### config.mk
export PLATFORM = sky130hd
export DESIGN_NAME = uart_rx_param
export DESIGN_NICKNAME = d
export VERILOG_FILES = /design/src/rtl/uart_pkg.sv /design/src/rtl/uart_bit_timer.sv /design/src/rtl/uart_rx_param.sv
export SDC_FILE = /design/constraint.sdc
export NUM_CORES = 1
export LEC_CHECK = 0
export ABC_AREA = 0
export ABC_CLOCK_PERIOD_IN_PS = 5540
export BUFFER_PORTS_ARGS = -buffer_cell sky130_fd_sc_hd__buf_4
export CORE_ASPECT_RATIO = 0.9
export CORE_MARGIN = 2
export CORE_UTILIZATION = 45
export CTS_CLUSTER_DIAMETER = 40
export CTS_CLUSTER_SIZE = 40
export DETAILED_ROUTE_END_ITERATION = 8
export PLACE_DENSITY_LB_ADDON = 0.2
export SYNTH_ARGS = -nofsm -noshare
export SYNTH_HDL_FRONTEND = slang
export SYNTH_SLANG_ARGS = --single-unit
### constraint.sdc
create_clock -name clk -period 5.54 [get_ports clk]
set_input_delay 0.831 -clock clk [delete_from_list [all_inputs] [get_ports clk]]
set_output_delay 0.831 -clock clk [all_outputs]
set_load 0.005 [all_outputs]
### src/rtl/uart_pkg.sv
// -----------------------------------------------------------------------------
// uart_pkg
// Shared definitions for the parameterised UART receiver:
//   - rx_state_e     : receiver FSM state encoding
//   - PAR_NONE/ODD/EVEN : PARITY_MODE encodings
//   - bit_cnt_width(): width of the bit-timing counter for a given divisor
// The PARITY state is only ever entered when the receiver is built with
// UART_RX_PARITY_EN defined.
// -----------------------------------------------------------------------------
package uart_pkg;

  typedef enum logic [2:0] {
    IDLE,
    START,
    DATA,
    PARITY,
    STOP
  } rx_state_e;

  localparam int PAR_NONE = 0;
  localparam int PAR_ODD  = 1;
  localparam int PAR_EVEN = 2;

  // Counter must hold 0 .. clks_per_bit-1; keep at least one bit.
  function automatic int bit_cnt_width(input int clks_per_bit);
    return (clks_per_bit > 1) ? $clog2(clks_per_bit) : 1;
  endfunction

endpackage

### src/rtl/uart_bit_timer.sv
// -----------------------------------------------------------------------------
// uart_bit_timer
// Single bit-timing counter shared by all non-idle receiver states.
// Ports:
//   clk          system clock
//   rst_n        asynchronous active-low reset (counter -> 0)
//   run_i        count enable; when low the counter is held at 0
//   clr_i        synchronous clear, takes priority over counting
//   half_tick_o  counter is at CLKS_PER_BIT/2 - 1 (middle of the start bit)
//   full_tick_o  counter is at CLKS_PER_BIT - 1 (one full bit elapsed)
// The counter wraps to 0 by itself after a full tick so consecutive bits are
// timed back to back without help from the FSM.
// -----------------------------------------------------------------------------
module uart_bit_timer
  import uart_pkg::*;
#(
  parameter int CLKS_PER_BIT = 100,
  parameter int CNT_W        = bit_cnt_width(CLKS_PER_BIT)
) (
  input  logic clk,
  input  logic rst_n,
  input  logic run_i,
  input  logic clr_i,
  output logic half_tick_o,
  output logic full_tick_o
);

  localparam logic [CNT_W-1:0] HALF_LAST = CNT_W'(CLKS_PER_BIT / 2 - 1);
  localparam logic [CNT_W-1:0] FULL_LAST = CNT_W'(CLKS_PER_BIT - 1);

  logic [CNT_W-1:0] count_q;
  logic [CNT_W-1:0] count_d;

  assign half_tick_o = run_i && (count_q == HALF_LAST);
  assign full_tick_o = run_i && (count_q == FULL_LAST);

  always_comb begin
    count_d = count_q;
    if (!run_i || clr_i || full_tick_o) begin
      count_d = '0;
    end else begin
      count_d = count_q + 1'b1;
    end
  end

  always_ff @(posedge clk or negedge rst_n) begin
    if (!rst_n) begin
      count_q <= '0;
    end else begin
      count_q <= count_d;
    end
  end

endmodule

### src/rtl/uart_rx_param.sv
// -----------------------------------------------------------------------------
// uart_rx_param
// Parameterised UART receiver with a valid/ready output hold register.
// Parameters:
//   CLK_FREQ    system clock in Hz
//   BAUD_RATE   line bit rate; CLKS_PER_BIT = CLK_FREQ / BAUD_RATE
//   DATA_BITS   payload bits per frame (5..9), LSB first
//   PARITY_MODE PAR_NONE / PAR_ODD / PAR_EVEN
//   STOP_BITS   1 or 2
// Ports:
//   clk         system clock, rising edge
//   rst_n       asynchronous active-low reset
//   rx          asynchronous serial line, idle high
//   data_out    received payload, stable while valid is high
//   valid       payload available, held until accepted
//   ready       consumer accepts on a rising edge with valid && ready
//   frame_err   qualifies data_out: a stop bit was sampled low
//   parity_err  qualifies data_out: parity check failed
//   overrun     one-cycle pulse: a completed frame was dropped
// Build option:
//   UART_RX_PARITY_EN  when defined, the PARITY state and parity check are
//                      compiled in and PARITY_MODE is honoured; otherwise
//                      PARITY_MODE is ignored and parity_err is constant 0.
// -----------------------------------------------------------------------------
module uart_rx_param
  import uart_pkg::*;
#(
  parameter int CLK_FREQ    = 100_000_000,
  parameter int BAUD_RATE   = 9600,
  parameter int DATA_BITS   = 8,
  parameter int PARITY_MODE = PAR_NONE,
  parameter int STOP_BITS   = 1
) (
  input  logic                 clk,
  input  logic                 rst_n,
  input  logic                 rx,
  output logic [DATA_BITS-1:0] data_out,
  output logic                 valid,
  input  logic                 ready,
  output logic                 frame_err,
  output logic                 parity_err,
  output logic                 overrun
);

  localparam int CLKS_PER_BIT = CLK_FREQ / BAUD_RATE;
  localparam int IDX_W        = 4;  // indexes up to 8 (DATA_BITS <= 9)

`ifdef UART_RX_PARITY_EN
  localparam bit PARITY_ON = (PARITY_MODE != PAR_NONE);
`else
  // Parity support not built: constant 0, so the PARITY state is never
  // entered and PARITY_MODE has no effect on the hardware.
  localparam bit PARITY_ON = 1'b0 && (PARITY_MODE != PAR_NONE);
`endif

  // ---------------------------------------------------------------------------
  // Input synchronizer; flops reset to the idle (high) line level so a reset
  // release never looks like a start bit.
  // ---------------------------------------------------------------------------
  logic rx_meta_q;
  logic rx_sync_q;

  always_ff @(posedge clk or negedge rst_n) begin
    if (!rst_n) begin
      rx_meta_q <= 1'b1;
      rx_sync_q <= 1'b1;
    end else begin
      rx_meta_q <= rx;
      rx_sync_q <= rx_meta_q;
    end
  end

  // ---------------------------------------------------------------------------
  // State and datapath registers
  // ---------------------------------------------------------------------------
  rx_state_e             state_q;
  logic [DATA_BITS-1:0]  shift_q;
  logic [IDX_W-1:0]      bit_idx_q;
  logic                  stop_idx_q;
  logic                  stop_err_q;     // an earlier stop sample of this frame was low
  logic                  rearm_block_q;  // set after a framing error until the line idles
  logic [DATA_BITS-1:0]  data_q;
  logic                  valid_q;
  logic                  frame_err_q;
  logic                  overrun_q;
`ifdef UART_RX_PARITY_EN
  logic                  par_err_q;      // parity result of the frame in flight
  logic                  parity_err_q;
`endif

  // ---------------------------------------------------------------------------
  // Bit timer: runs in every state except IDLE; cleared when the start bit
  // has been confirmed so DATA samples land in the middle of each bit.
  // ---------------------------------------------------------------------------
  logic tmr_run;
  logic tmr_clr;
  logic half_tick;
  logic full_tick;

  assign tmr_run = (state_q != IDLE);
  assign tmr_clr = (state_q == START) && half_tick;

  uart_bit_timer #(
    .CLKS_PER_BIT (CLKS_PER_BIT)
  ) u_bit_timer (
    .clk         (clk),
    .rst_n       (rst_n),
    .run_i       (tmr_run),
    .clr_i       (tmr_clr),
    .half_tick_o (half_tick),
    .full_tick_o (full_tick)
  );

  // ---------------------------------------------------------------------------
  // Frame completion and output-register load decision
  // ---------------------------------------------------------------------------
  logic frame_done;
  logic frame_err_d;
  logic load_frame;

  assign frame_done  = (state_q == STOP) && full_tick &&
                       (stop_idx_q == 1'(STOP_BITS - 1));
  assign frame_err_d = stop_err_q | ~rx_sync_q;
  // A held, unaccepted word wins over a new frame; otherwise load, including
  // the case where the held word is accepted in this very cycle.
  assign load_frame  = frame_done && (!valid_q || ready);

`ifdef UART_RX_PARITY_EN
  function automatic logic parity_bad(input logic [DATA_BITS-1:0] d, input logic p);
    logic x;
    x = (^d) ^ p;
    return (PARITY_MODE == PAR_ODD) ? ~x : x;
  endfunction
`endif

  // ---------------------------------------------------------------------------
  // Receiver FSM with registered outputs
  // ---------------------------------------------------------------------------
  always_ff @(posedge clk or negedge rst_n) begin
    if (!rst_n) begin
      state_q       <= IDLE;
      shift_q       <= '0;
      bit_idx_q     <= '0;
      stop_idx_q    <= 1'b0;
      stop_err_q    <= 1'b0;
      rearm_block_q <= 1'b0;
      data_q        <= '0;
      valid_q       <= 1'b0;
      frame_err_q   <= 1'b0;
      overrun_q     <= 1'b0;
`ifdef UART_RX_PARITY_EN
      par_err_q     <= 1'b0;
      parity_err_q  <= 1'b0;
`endif
    end else begin
      overrun_q <= 1'b0;

      if (valid_q && ready) begin
        valid_q <= 1'b0;
      end

      if (load_frame) begin
        data_q      <= shift_q;
        frame_err_q <= frame_err_d;
        valid_q     <= 1'b1;
`ifdef UART_RX_PARITY_EN
        parity_err_q <= par_err_q;
`endif
      end

      if (frame_done && valid_q && !ready) begin
        overrun_q <= 1'b1;
      end

      case (state_q)
        IDLE: begin
          if (rx_sync_q) begin
            rearm_block_q <= 1'b0;
          end
          if (!rx_sync_q && !rearm_block_q) begin
            state_q <= START;
          end
        end

        START: begin
          // Mid start bit: a line back high was only a glitch.
          if (half_tick) begin
            bit_idx_q <= '0;
            state_q   <= rx_sync_q ? IDLE : DATA;
          end
        end

        DATA: begin
          if (full_tick) begin
            shift_q <= {rx_sync_q, shift_q[DATA_BITS-1:1]};
            if (bit_idx_q == IDX_W'(DATA_BITS - 1)) begin
              bit_idx_q  <= '0;
              stop_idx_q <= 1'b0;
              stop_err_q <= 1'b0;
`ifdef UART_RX_PARITY_EN
              par_err_q  <= 1'b0;
`endif
              state_q    <= PARITY_ON ? PARITY : STOP;
            end else begin
              bit_idx_q <= bit_idx_q + 1'b1;
            end
          end
        end

`ifdef UART_RX_PARITY_EN
        PARITY: begin
          if (full_tick) begin
            par_err_q <= parity_bad(shift_q, rx_sync_q);
            state_q   <= STOP;
          end
        end
`endif

        STOP: begin
          if (full_tick) begin
            if (!rx_sync_q) begin
              stop_err_q <= 1'b1;
            end
            if (frame_done) begin
              // A low stop bit may be a break; wait for the line to idle.
              rearm_block_q <= frame_err_d;
              state_q       <= IDLE;
            end else begin
              stop_idx_q <= 1'b1;
            end
          end
        end

        default: begin
          state_q <= IDLE;
        end
      endcase
    end
  end

  assign data_out  = data_q;
  assign valid     = valid_q;
  assign frame_err = frame_err_q;
  assign overrun   = overrun_q;
`ifdef UART_RX_PARITY_EN
  assign parity_err = parity_err_q;
`else
  assign parity_err = 1'b0;
`endif

endmodule

==> results.cfg <==
[outcome]
status = finished, final reports clean

[worst_setup_path]
worst_r2r_startpoint = state_q[0]
cp_cell_sequence = nor3b_1, nand3_1, and3_1, a31o_2
slowest_delay_ps = 650
crit_fanout = 15
critPathKind = reg -> reg
rr_worst_depth = 4
worstPathRequired_ps = 5730
critPathLaunchType = flop
worstReg2RegEnd = bit_idx_q[1]
end_kind = flop
worst_ep_arrival_time_ps = 2640
crit_slowest_cell = nor3b_1
ff2ff_setup_slack_ps = 3090

[finish]
nFillCells = 386
drive_gt1_share_pct = 25.6
regArea_mm2 = 0.00113
multi_input_area_um2 = 910
antenna_cells = 0
fin_nets = 204
final_cell_area_mm2 = 0.00233
area_growth_pct = 11.8

[global_route]
grt_pass1_wl_mm = 6.27
grt_pass1_vias = 1356
antenna_found_initial = 0
overflow = 0
grt_use_total_pct = 16.2
grt_start_max_net_pins = 46

[floorplan]
placementRows = 23
fp.dieH_um = 68.6
core_mm2 = 0.00446
pin_count = 16
die_w_um = 75.8
dieArea_mm2 = 0.00520
floorplan.initialDensity_pct = 46.8

[placed_design]
post_dp_cell_area_mm2 = 0.00223
hpwlAfterDp_mm = 2.56
pre_cts_slack_ps = 3090
port_buffers = 14
globalplace.congestion = 0.859

[cts]
cts_tree = done
cts_resized = 0
clk_transition_reported_paths_ps = 80
clock_path_buffers = 2
postCtsSetupBuffers = 0
cts_sinks = 45
htreeDepth = 2
numCtsBuffers = 5
clk_latency_ps = 290
ctsHoldBuffers = 0
clockRootBuffer = clkbuf_8

[power]
ir_drop_mv = 0.152
power_density_mw_per_mm2 = 238
leakage_nw = 1.11
total_power_w = 0.000554

[drt]
vias_per_cell = 5.28
dr.pass1.iters = 4
drtIter0Drc = 182
ant_nets = 0
drc = 0
routed_wl_mm = 3.64
vias = 1379
wl_per_cell_um = 14.0

[logic_synthesis]
syn_nets = 189
synth_top_flop_cell = dfrtp_1
yosys_warnings = 0
syn_inst = 183
synth.avg_cell_area_um2 = 11.4
syn_area_mm2 = 0.00209
synth-edff-count = 0
ys_seq_area_share_pct = 54.1
yosysUniqueCellTypes = 46
async_reset_ff_share_pct = 100
ys_ff_latch = 45

[timing]
rsz0062_at_grt = no
relSlewSlack_pct = 49.5
layout_setup_ws_ps = 3090
period_needed_ps = 2450
worstMarginPinSlew_ps = 756
fin_crit_sh_pct = 44.2
clock.fmax_mhz = 408
finalMaxSlewViolations = 0
skew_ps = 8.80
finalSetupViolCount = 0
hold_viol = 0
tns_ps = 0

[min_path]
hp-start = rx_meta_q
hold_end = rx_sync_q
min_path_type = reg -> reg
hold-path-cell-count = 0

[job]
cap_violations = 0
==> kinds of logic (layout without fill, tap and decap cells) <==
kind of cell,count (synthesis),in the layout,synth area share (%)
flops,45,45,54.1
xor+xnor,12,12,5.04
other cells,1,1,0.180
fa+ha+maj,2,2,1.20
mux,18,18,11.3
buf+inv,9,25,2.34
compound gates,15,15,4.26
simple gates,81,81,21.6
==> worst max-delay path by stage <==
stage | cells after the start | start | end
2_1_floorplan | 7 | u_bit_timer.count_q[0] | data_out[0]
3_3_place_gp | 4 | state_q[0] | bit_idx_q[1]
3_5_place_dp | 4 | state_q[0] | bit_idx_q[1]
4_1_cts | 4 | state_q[2] | bit_idx_q[1]
5_1_grt | 4 | state_q[2] | bit_idx_q[1]
6_report | 4 | state_q[0] | bit_idx_q[1]
==> layout by cell type (no fill, tap or decap), drive strengths merged, types with 2 or more instances in the layout <==
cell    netlist  routed
dfrtp        43      43
nor2         20      20
mux2         17      17
nand2        15      15
buf           4      14
nand3         8       8
xor2          7       7
clkbuf        2       7
nor3          6       6
a21oi         6       6
nand4         5       5
xnor2         5       5
and2          4       4
and3          4       4
inv           3       3
o21ai         3       3
or3           2       2
and4bb        2       2
nor4          2       2
or4           2       2
nand2b        2       2
o21a          2       2
ha            2       2
dfstp         2       2
nor3b         2       2
and4          2       2
==> per-layer routing <==
| metal | GRT usage (%) | routed length [um] | vias to the layer above |
|---|---|---|---|
| met1 | 21.2 | 1770 | 658 |
| met4 | 6.36 | 72 | 0 |
| met2 | 24.5 | 1620 | 40 |
| met3 | 5.81 | 183 | 8 |
| met5 | 0 | 0 | - |
| li1 | - | - | 673 |
==> cell usage after synthesis, types with 2 or more instances <==
library cell / instances / area [um2]
dfrtp_1: 43 / 1080
nor2_1: 20 / 75.1
nand2_1: 14 / 52.6
mux2_4: 9 / 135
mux2_2: 8 / 90.1
nand3_1: 8 / 40.0
xor2_1: 7 / 61.3
a21oi_1: 6 / 30.0
nor3_1: 6 / 30.0
nand4_1: 5 / 31.3
xnor2_1: 5 / 43.8
and2_1: 3 / 18.8
and3_1: 3 / 18.8
inv_1: 3 / 11.3
o21ai_0: 3 / 15.0
and4bb_2: 2 / 25.0
buf_2: 2 / 10.0
dfstp_2: 2 / 52.6
ha_1: 2 / 25.0
nand2b_1: 2 / 12.5
nor4_1: 2 / 12.5
o21a_1: 2 / 15.0
or3_1: 2 / 12.5
or4_1: 2 / 15.0
==> layout make-up <==
| class | instances | share of cell area (%) |
|---|---|---|
| sequential | 45 | 48.4 |
| multi-input combinational | 129 | 39.0 |
| timing repair buffer | 14 | 4.50 |
| clock buffer | 7 | 4.13 |
| tap | 62 | 3.32 |
| inverter | 3 | 0.483 |
| clock inverter | 1 | 0.214 |
==> worst max-delay path, delay by kind of cell, from the launching register on <==
kind,cells,cell delay (ps)
simple gates,3,1690
flops,1,450
compound gates,1,210
==> power by group <==
group,internal (W),total [W],switching (W),leakage [nW]
Sequential,0.000330,0.000330,0.000000949,0.607
Combinational,0.00000177,0.00000837,0.00000660,0.451
Clock,0.000113,0.000216,0.000103,0.0542
Total,0.000444,0.000554,0.000110,1.11
==> through the flow <==
stage / utilization [%] / std cells / hold slack [ps]
after global routing: 52.3 / 261 / 368
final: 52.3 / 261 / 359
after floorplan: - / 183 / 345
after CTS: 52.3 / 261 / 361
after detailed placement: 50.0 / 253 / 350
after global placement: 50.0 / 253 / 347
==> sequential cells by signal, indices dropped and copies added, names as in the netlist, 3 cells and up <==
| name | flops |
|---|---|
| bit_idx_q | 4 |
| data_out | 8 |
| shift_q | 8 |
| state_q | 3 |
| u_bit_timer.count_q | 14 |
Power figures use the tool's default switching activity.
